--- config.mk ---
export PLATFORM = sky130hd
export DESIGN_NAME = gtxe2_chnl_rx_syncmon_flat
export DESIGN_NICKNAME = d
export VERILOG_FILES = /design/src/rtl/gtxe2_chnl_rx_pkg.sv /design/src/rtl/gtxe2_chnl_rx_syncmon_if.sv /design/src/rtl/gtxe2_chnl_rx_satcnt.sv /design/src/rtl/gtxe2_chnl_rx_syncmon.sv /design/src/flat_wrapper.sv
export SDC_FILE = /design/constraint.sdc
export NUM_CORES = 1
export LEC_CHECK = 0
export ABC_AREA = 1
export CAP_MARGIN = 20
export CORE_MARGIN = 3
export CORE_UTILIZATION = 52
export DETAILED_ROUTE_END_ITERATION = 12
export PLACE_DENSITY = 0.85
export SLEW_MARGIN = 10
export SYNTH_ARGS = -nofsm -noshare
export SYNTH_HDL_FRONTEND = slang
export SYNTH_SLANG_ARGS = --single-unit
--- constraint.sdc ---
create_clock -name clk -period 2.66 [get_ports clk]
set_input_delay 0.665 -clock clk [delete_from_list [all_inputs] [get_ports clk]]
set_output_delay 0.665 -clock clk [all_outputs]
set_load 0.03 [all_outputs]
--- src/rtl/gtxe2_chnl_rx_pkg.sv ---
// ---------------------------------------------------------------------------
// gtxe2_chnl_rx_pkg
// Shared definitions for the GTXE2 channel receive-side sync monitor:
//   - FSM state encoding (LOS/ACQ/SYNC/CHK), visible on the monitor's
//     'state' output, so the values are part of the external contract.
//   - Per-word classification (bad / good comma) from the decoder flags.
// ---------------------------------------------------------------------------
package gtxe2_chnl_rx_pkg;

  localparam logic [1:0] ST_LOS  = 2'd0;
  localparam logic [1:0] ST_ACQ  = 2'd1;
  localparam logic [1:0] ST_SYNC = 2'd2;
  localparam logic [1:0] ST_CHK  = 2'd3;

  // Widest data interface supported by the classifier. Narrower interfaces
  // are zero-extended by the caller and the unused lanes masked by nbytes.
  localparam int RX_MAX_BYTES = 8;

  localparam logic [15:0] ERR_CNT_MAX = 16'hFFFF;

  typedef struct packed {
    logic bad;    // disparity error or code violation in any byte
    logic comma;  // at least one comma byte and no error in the word
  } word_class_t;

  // Anything that is not a clean 1 (0, X or Z) reads as 0.
  function automatic logic [RX_MAX_BYTES-1:0] known_ones(
    input logic [RX_MAX_BYTES-1:0] v,
    input int                      nbytes
  );
    logic [RX_MAX_BYTES-1:0] r;
    for (int i = 0; i < RX_MAX_BYTES; i++) begin
      r[i] = (i < nbytes) && (v[i] === 1'b1);
    end
    return r;
  endfunction

  // A word carrying both a comma and an error counts as bad, not comma.
  function automatic word_class_t classify_word(
    input int                      nbytes,
    input logic [RX_MAX_BYTES-1:0] chariscomma,
    input logic [RX_MAX_BYTES-1:0] disperr,
    input logic [RX_MAX_BYTES-1:0] notintable
  );
    word_class_t wc;
    wc.bad   = |(known_ones(disperr, nbytes) | known_ones(notintable, nbytes));
    wc.comma = (|known_ones(chariscomma, nbytes)) && !wc.bad;
    return wc;
  endfunction

endpackage

--- src/rtl/gtxe2_chnl_rx_syncmon_if.sv ---
// ---------------------------------------------------------------------------
// gtxe2_chnl_rx_syncmon_if
// Decoder status bundle from the GTXE2 receiver top (RXUSRCLK2 domain)
// into the sync monitor.
//   rxbyteisaligned       aligner status
//   rxchariscomma[BYTES]  per-byte comma flag
//   rxdisperr[BYTES]      per-byte disparity error
//   rxnotintable[BYTES]   per-byte code violation
// Modports: master = receiver side (drives), slave = monitor side.
// ---------------------------------------------------------------------------
interface gtxe2_chnl_rx_syncmon_if #(
  parameter int BYTES = 4
);
  logic             rxbyteisaligned;
  logic [BYTES-1:0] rxchariscomma;
  logic [BYTES-1:0] rxdisperr;
  logic [BYTES-1:0] rxnotintable;

  modport master (
    output rxbyteisaligned,
    output rxchariscomma,
    output rxdisperr,
    output rxnotintable
  );

  modport slave (
    input rxbyteisaligned,
    input rxchariscomma,
    input rxdisperr,
    input rxnotintable
  );
endinterface

--- src/rtl/gtxe2_chnl_rx_satcnt.sv ---
// ---------------------------------------------------------------------------
// gtxe2_chnl_rx_satcnt
// 16-bit saturating event counter with synchronous clear.
//   clk    counting clock
//   rst_n  asynchronous active-low reset
//   clr    synchronous clear, wins over inc
//   inc    count one event (ignored once the counter sits at 16'hFFFF)
//   cnt    current count
// Only compiled when GTXE2_RX_SYNCMON_ERRCNT_EN is defined, since it is the
// only build that instantiates it.
// ---------------------------------------------------------------------------
`ifdef GTXE2_RX_SYNCMON_ERRCNT_EN
module gtxe2_chnl_rx_satcnt
  import gtxe2_chnl_rx_pkg::*;
(
  input  logic        clk,
  input  logic        rst_n,
  input  logic        clr,
  input  logic        inc,
  output logic [15:0] cnt
);

  logic [15:0] cnt_reg;

  always_ff @(posedge clk or negedge rst_n) begin
    if (!rst_n) begin
      cnt_reg <= '0;
    end else if (clr) begin
      cnt_reg <= '0;
    end else if (inc && (cnt_reg != ERR_CNT_MAX)) begin
      cnt_reg <= cnt_reg + 16'd1;
    end
  end

  assign cnt = cnt_reg;

endmodule
`endif

--- src/rtl/gtxe2_chnl_rx_syncmon.sv ---
// ---------------------------------------------------------------------------
// gtxe2_chnl_rx_syncmon
// Word-level receive synchronization monitor (acquire / loss FSM loosely
// after IEEE 802.3 clause 36) for the GTXE2 channel model.
//   clk        RXUSRCLK2
//   rst_n      asynchronous active-low reset
//   rx         decoder status bundle (slave modport)
//   cnt_clr    synchronous clear of err_cnt
//   sync       link synchronized (state SYNC or CHK)
//   state      encoded FSM state (LOS=0, ACQ=1, SYNC=2, CHK=3)
//   los_pulse  one cycle on a SYNC/CHK -> LOS transition
//   err_cnt    saturating bad-word count
// Build option GTXE2_RX_SYNCMON_ERRCNT_EN: when defined, err_cnt counts bad
// words in every state and saturates at 16'hFFFF; when undefined, err_cnt
// is tied to 0 and cnt_clr is ignored. The FSM is the same in both builds.
// ---------------------------------------------------------------------------
module gtxe2_chnl_rx_syncmon
  import gtxe2_chnl_rx_pkg::*;
#(
  parameter int BYTES      = 4,
  parameter int ACQ_COMMAS = 3,
  parameter int LOSS_ERRS  = 4,
  parameter int GOOD_RUN   = 4
) (
  input  logic                           clk,
  input  logic                           rst_n,
  gtxe2_chnl_rx_syncmon_if.slave         rx,
  input  logic                           cnt_clr,
  output logic                           sync,
  output logic [1:0]                     state,
  output logic                           los_pulse,
  output logic [15:0]                    err_cnt
);

  localparam logic [3:0] ACQ_TGT  = 4'(ACQ_COMMAS);
  localparam logic [3:0] LOSS_TGT = 4'(LOSS_ERRS);
  localparam logic [3:0] RUN_TGT  = 4'(GOOD_RUN);

  // Lanes widened to the classifier's fixed width; extra lanes read as 0.
  logic [RX_MAX_BYTES-1:0] comma_w;
  logic [RX_MAX_BYTES-1:0] disp_w;
  logic [RX_MAX_BYTES-1:0] nit_w;

  genvar gi;
  generate
    for (gi = 0; gi < RX_MAX_BYTES; gi++) begin : g_lane
      if (gi < BYTES) begin : g_used
        assign comma_w[gi] = rx.rxchariscomma[gi];
        assign disp_w[gi]  = rx.rxdisperr[gi];
        assign nit_w[gi]   = rx.rxnotintable[gi];
      end else begin : g_pad
        assign comma_w[gi] = 1'b0;
        assign disp_w[gi]  = 1'b0;
        assign nit_w[gi]   = 1'b0;
      end
    end
  endgenerate

  word_class_t wc;
  logic        aligned;

  assign wc      = classify_word(BYTES, comma_w, disp_w, nit_w);
  assign aligned = (rx.rxbyteisaligned === 1'b1);

  logic [1:0] state_reg, state_next;
  logic [3:0] acq_cnt_reg, acq_cnt_next;
  logic [3:0] err_credit_reg, err_credit_next;
  logic [3:0] good_run_reg, good_run_next;
  logic       sync_reg;
  logic       los_pulse_reg;

  logic [3:0] acq_inc;
  logic [3:0] credit_inc;
  logic [3:0] run_inc;

  assign acq_inc    = acq_cnt_reg + 4'd1;
  assign credit_inc = err_credit_reg + 4'd1;
  assign run_inc    = good_run_reg + 4'd1;

  always_comb begin
    state_next      = state_reg;
    acq_cnt_next    = acq_cnt_reg;
    err_credit_next = err_credit_reg;
    good_run_next   = good_run_reg;

    if (!aligned) begin
      state_next      = ST_LOS;
      acq_cnt_next    = '0;
      err_credit_next = '0;
      good_run_next   = '0;
    end else begin
      case (state_reg)
        ST_LOS: begin
          if (wc.comma) begin
            acq_cnt_next = 4'd1;
            state_next   = (ACQ_TGT == 4'd1) ? ST_SYNC : ST_ACQ;
          end
        end
        ST_ACQ: begin
          if (wc.bad) begin
            state_next   = ST_LOS;
            acq_cnt_next = '0;
          end else if (wc.comma) begin
            acq_cnt_next = acq_inc;
            if (acq_inc == ACQ_TGT) begin
              state_next = ST_SYNC;
            end
          end
        end
        ST_SYNC: begin
          if (wc.bad) begin
            good_run_next = '0;
            // With a loss threshold of one, the first error already
            // exhausts the credit, so there is no CHK phase.
            if (LOSS_TGT == 4'd1) begin
              state_next      = ST_LOS;
              err_credit_next = '0;
            end else begin
              state_next      = ST_CHK;
              err_credit_next = 4'd1;
            end
          end
        end
        default: begin // ST_CHK
          if (wc.bad) begin
            good_run_next = '0;
            if (credit_inc == LOSS_TGT) begin
              state_next      = ST_LOS;
              err_credit_next = '0;
            end else begin
              err_credit_next = credit_inc;
            end
          end else if (run_inc == RUN_TGT) begin
            // A full good run repays one credit; the last one returns to SYNC.
            good_run_next   = '0;
            err_credit_next = err_credit_reg - 4'd1;
            if (err_credit_reg == 4'd1) begin
              state_next = ST_SYNC;
            end
          end else begin
            good_run_next = run_inc;
          end
        end
      endcase
    end
  end

  always_ff @(posedge clk or negedge rst_n) begin
    if (!rst_n) begin
      state_reg      <= ST_LOS;
      acq_cnt_reg    <= '0;
      err_credit_reg <= '0;
      good_run_reg   <= '0;
      sync_reg       <= 1'b0;
      los_pulse_reg  <= 1'b0;
    end else begin
      state_reg      <= state_next;
      acq_cnt_reg    <= acq_cnt_next;
      err_credit_reg <= err_credit_next;
      good_run_reg   <= good_run_next;
      // SYNC and CHK are exactly the states with bit 1 set.
      sync_reg       <= state_next[1];
      los_pulse_reg  <= state_reg[1] && (state_next == ST_LOS);
    end
  end

  assign state     = state_reg;
  assign sync      = sync_reg;
  assign los_pulse = los_pulse_reg;

`ifdef GTXE2_RX_SYNCMON_ERRCNT_EN
  gtxe2_chnl_rx_satcnt u_err_cnt (
    .clk   (clk),
    .rst_n (rst_n),
    .clr   (cnt_clr),
    .inc   (wc.bad),
    .cnt   (err_cnt)
  );
`else
  logic unused_cnt_clr;
  assign unused_cnt_clr = cnt_clr;
  assign err_cnt        = '0;
`endif

endmodule

--- src/flat_wrapper.sv ---
// flat-port wrapper written by rule: the top's interface ports become plain ports
module gtxe2_chnl_rx_syncmon_flat import gtxe2_chnl_rx_pkg::*;
#(
  parameter int BYTES      = 4,
  parameter int ACQ_COMMAS = 3,
  parameter int LOSS_ERRS  = 4,
  parameter int GOOD_RUN   = 4
)
  (clk, rst_n, cnt_clr, sync, state, los_pulse, err_cnt, rx_rxbyteisaligned, rx_rxchariscomma, rx_rxdisperr, rx_rxnotintable);
  gtxe2_chnl_rx_syncmon_if #(.BYTES(BYTES)) rx_i ();
  input  logic clk;
  input  logic rst_n;
  input  logic cnt_clr;
  output logic sync;
  output logic [1:0] state;
  output logic los_pulse;
  output logic [15:0] err_cnt;
  input wire logic [$bits(rx_i.rxbyteisaligned)-1:0] rx_rxbyteisaligned;
  input wire logic [$bits(rx_i.rxchariscomma)-1:0] rx_rxchariscomma;
  input wire logic [$bits(rx_i.rxdisperr)-1:0] rx_rxdisperr;
  input wire logic [$bits(rx_i.rxnotintable)-1:0] rx_rxnotintable;
  assign rx_i.rxbyteisaligned = rx_rxbyteisaligned;
  assign rx_i.rxchariscomma = rx_rxchariscomma;
  assign rx_i.rxdisperr = rx_rxdisperr;
  assign rx_i.rxnotintable = rx_rxnotintable;
  gtxe2_chnl_rx_syncmon #(.BYTES(BYTES), .ACQ_COMMAS(ACQ_COMMAS), .LOSS_ERRS(LOSS_ERRS), .GOOD_RUN(GOOD_RUN)) u_core (.clk(clk), .rst_n(rst_n), .rx(rx_i), .cnt_clr(cnt_clr), .sync(sync), .state(state), .los_pulse(los_pulse), .err_cnt(err_cnt));
endmodule
# ---- Yosys cells after proc, flatten, opt, wreduce, memory -nomap -nowiden
# Cells that the tools add are included.
dict set report totals {
  register_bits 16
}
dict set report classes {
  n_addsub 4
  n_eq_ne 25
  muxes 27
  bitwise_logic 1
  reduce_logical 11
}
# cell count
set ops {}
lappend ops {{$mux 4} 13}
lappend ops {{$pmux 4 s2} 3}
lappend ops {{$mux 2} 10}
lappend ops {{$eqx 1x1->1 const B} 13}
lappend ops {{$add 4x1->4 const B} 3}
lappend ops {{$ne 3x2->1 const B} 3}
lappend ops {{$eq 4x3->1 const B} 2}
lappend ops {{$reduce_or 8->1} 1}
lappend ops {{$pmux 2 s3} 1}
lappend ops {{$reduce_and 3->1} 2}
lappend ops {{$eq 4x1->1 const B} 1}
lappend ops {{$eq 4x2->1 const B} 1}
lappend ops {{$logic_not 2->1} 2}
lappend ops {{$ne 4x2->1 const B} 1}
lappend ops {{$or 4x4->4} 1}
lappend ops {{$reduce_or 4->1} 1}
lappend ops {{$sub 4x1->4 const B} 1}
lappend ops {{$ne 3x3->1 const B} 1}
lappend ops {{$eq 2x1->1 const B} 1}
lappend ops {{$eq 2x2->1 const B} 1}
lappend ops {{$logic_and 1x1->1} 2}
lappend ops {{$ne 2x2->1 const B} 1}
lappend ops {{$reduce_and 2->1} 1}
lappend ops {{$reduce_or 2->1} 1}
lappend ops {{$logic_not 1->1} 1}

# ---- Longest topological paths before layout
dict set report depth {
  depth_word 11
  ltp_mapped 11
}

# ---- Least setup slack after synthesis
# OpenSTA, ideal clock, no wires.
dict set report synth_path {
  path_type {input -> register}
  start {in rx_rxdisperr[0]}
  end {reg u_core.err_credit_reg[2]}
  setup_time_ns 0.116
  arrival_time_ns 1.441
  required_time_ns 2.544
  setup_slack_ns 1.102
  stages 10
  cell_sequence {inv_1 nand2_1 nor2_1 nand2_2 nand2_2 nand3_2 nand2_2 inv_1 nand2_1 nand2_1}
}
dict set report synth_between {
  elab_chain_cells 6
  elab_cells_between_ends 9
  cone_classes {eq/ne: 3; mux: 3; bitwise: 1; reduce/logical: 2}
}
# element line
set synth_lines {}
lappend synth_lines {{start: declaration} flat_wrapper.sv:20} ;# input wire logic [$bits(rx_i.rxdisperr)-1:0] rx_rxdisperr;
lappend synth_lines {{$eqx 1x1->1 (*)} gtxe2_chnl_rx_pkg.sv:33} ;# r[i] = (i < nbytes) && (v[i] === 1'b1);
lappend synth_lines {{$or 4x4->4 (*)} gtxe2_chnl_rx_pkg.sv:46} ;# wc.bad = |(known_ones(disperr, nbytes) | known_ones(notintable, nbytes));
lappend synth_lines {{$reduce_or 8->1 (*)} gtxe2_chnl_rx_pkg.sv:46}
lappend synth_lines {{$mux 4} gtxe2_chnl_rx_syncmon.sv:125} ;# if (wc.bad) begin
lappend synth_lines {{$pmux 4 s2} gtxe2_chnl_rx_syncmon.sv:92} ;# case (state_reg)
lappend synth_lines {{$mux 4} gtxe2_chnl_rx_syncmon.sv:86} ;# if (!aligned) begin
lappend synth_lines {{end signal: assignment} gtxe2_chnl_rx_syncmon.sv:159} ;# err_credit_reg <= err_credit_next;
lappend synth_lines {{end: declaration} gtxe2_chnl_rx_syncmon.sv:67} ;# logic [3:0] err_credit_reg, err_credit_next;
# Every way passes the cells marked *; elsewhere a longest branch is shown, timed or not.
# A chain may end at the register's enable or synchronous reset.

==> metrics <==
period utilisation layout=between 80% and 90%; post_cts resized=0; max-slew violations=0; Antenna Violating Nets Remaining=0; GPL Wtd Cong=between 0.8 and 0.9; RSZ-0062 raised after global routing=false; Max stage delay cell, worst path=clkdlybuf4s50_1; Starting Density=57.2%; share of layout cells above drive strength 1=6.73%; actual slew at the worst max-slew pin=0.684 ns; final net count=roughly 250; vias in the first global route=between 1000 and 1500; largest net degree at the start of global routing=16; Synth Area in Compound Gates=between 5 and 6%; sequential-to-total area share from yosys stat=28.3%; area growth from synthesis to layout=12.8%; skew final=between 0.0003 and 0.0004 ns; Syn Inst Count=between 200 and 250; multiplexer area fraction after synthesis=0%; hpwl dp=approximately 2100 microns; R2R Setup Slk=1.09 ns; family with the most delay on the worst path=buffers and inverters; max_slew headroom=54.2%; first-pass detailed-route iteration total=4; Reg area=between 300 and 400 sq um; post-DR vias/cell=roughly 5; post-synthesis xor/xnor area fraction=approximately 1.3%; final setup fails=0; area of the die=0.00319 sq mm; CTS Sinks=15; Remaining DRCs=0; worst vdd ir=178 uV; clock buffer depth=2; I/O pin cnt=36; root buffer cell=clkbuf_4; power density over the cells=303 mW/mm^2; setup repair bufs after CTS=0; Layout Utilization=between 60% and 70%; first-pass GRT wire length=about 4500 microns; initial antenna violation count=0; Buf/Inv on CP=1; max_cap viols=0; CTS tree=done; Multi-input gate area=roughly 760 sq um; num rows=17; Worst EP required=about 2.0 ns; Startpoint Class=flip-flop; Synth Area in Adders=6.61%; WL per Instance=approximately 10 microns; die width=between 50 and 60 microns; crit-path max FO=8; Synth Area in Simple Gates=between 30% and 40%; critical path data arrival time=1.49 ns; number of distinct library cells after synthesis=22; Leak=between 0.7 and 0.8 nW; Clk Latency, worst-skew pair=0.29 ns; IO buf count=18; Fillers=between 200 and 250; hold crit path type=reg -> reg; critical path class=reg -> out; critical path's largest stage delay=0.72 ns; Hold Violations, Final=0; Crit. End Element=output port; total grt overflow=0; hold buffers post-CTS=0; syn_area_per_cell=~6.5 sq um; worst path cell trace=clkdlybuf4s50_1; clock-pin slew on the worst setup and hold paths=roughly 0.090 ns; drt first-iter violations=about 60; Core ar.=between 0.002 and 0.0025 sq mm; FF+latch count, synth=15; status=finished clean; antenna cells=0; Final TNS setup=0 ns; H-tree lvl count=1; Tmin final=roughly 2.2 ns; Cell Area, Synth=about 0.0013 sq mm; die height=about 56 microns; CTS buffer count=3; gr usage total=17.5%; final WL=~2600 microns; YS warnings=0; Max Clk Rate=roughly 0.46 GHz; largest family of logic cells by synthesized area=simple AND/OR/NAND/NOR gates; Vias=about 1200
==> where the power goes <==
part           total (mW)  switching [mW]  internal (mW)
sequential          0.232         0.00235          0.230
combinational      0.0840          0.0574         0.0266
clock               0.137          0.0783         0.0583
total               0.453           0.138          0.315
==> tightest hold or removal path, cell delays in order, from the launching register on <==
cell     delay, ns
dfrtp_1       0.38
nand2_1       0.06
nand2_1       0.05
==> synth_stat cells, drive strengths merged <==
library cell	number	area share [%]
xor2	2	1.3
nor3	1	0.38
nand3b	2	1.1
dfrtp	15	28
nand2	59	17
a21oi	3	1.1
conb	1	0.28
ha	7	6.6
o21ai	11	4.2
nor2	28	9.8
inv	32	9.1
o211ai	1	0.57
nand4	6	2.8
buf	17	9.6
nand3	17	6.8
and2	1	0.47
==> cell usage in the layout (no fill, tap or decap), types with 4 or more instances in the layout <==
cell type	n
nor2_1	24
nand3_1	16
nand2_1	55
o21ai_0	7
nand4_1	6
o21ai_1	4
inv_1	29
ha_1	7
dfrtp_1	15
conb_1	16
nand2_2	4
clkdlybuf4s50_1	18
==> metal layers <==
| metal | wire length [microns] | vias to the layer above | GRT usage, % |
|---|---|---|---|
| li1 | - | 645 | - |
| met1 | 1170 | 545 | 21.8 |
| met2 | 1280 | 37 | 29.4 |
| met3 | 129 | 4 | 3.22 |
| met4 | 34 | 0 | 7.12 |
| met5 | 0 | - | 0 |
==> metrics by stage <==
step	hold WS (ns)	power [mW]	setup slack, ns	std cells	cell area [sq um]
CTS	0.527	0.455	0.503	251	1500
finish	0.521	0.453	0.505	251	1500
floorplan	0.369	0.306	1.10	218	1380
global route	0.583	0.471	0.431	251	1500
detailed placement	0.497	0.320	0.463	247	1470
global placement	0.497	0.319	0.485	247	1470
==> logic make-up after synthesis <==
family,count (synthesis)
and+or+nand+nor,114
buffers and inverters,49
adders and majority gates,7
other,1
DFF,15
AOI/OAI and AO/OA,15
xor gates and xnor gates,2
==> final timing paths <==
check                      cells after the start                startpoint                        to
hold / removal                                 2  u_core.err_credit_reg[3]  u_core.err_credit_reg[3]
setup / recovery                               1           u_core.state[1]                      sync
max in group asynchronous                      1                     rst_n     u_core.acq_cnt_reg[2]
hold reg to reg                                2  u_core.err_credit_reg[3]  u_core.err_credit_reg[3]
min in group asynchronous                      1                     rst_n           u_core.state[0]
setup reg to reg                              11    u_core.good_run_reg[0]  u_core.err_credit_reg[2]
==> area by class of cell <==
type	instances	area share, %
timing repair buffer	18	12.1
sequential	15	25.1
inverter	32	8.03
clock buffer	4	1.76
multi-input combinational	154	50.7
tap	28	2.34
(Power assumes the default switching activity.)
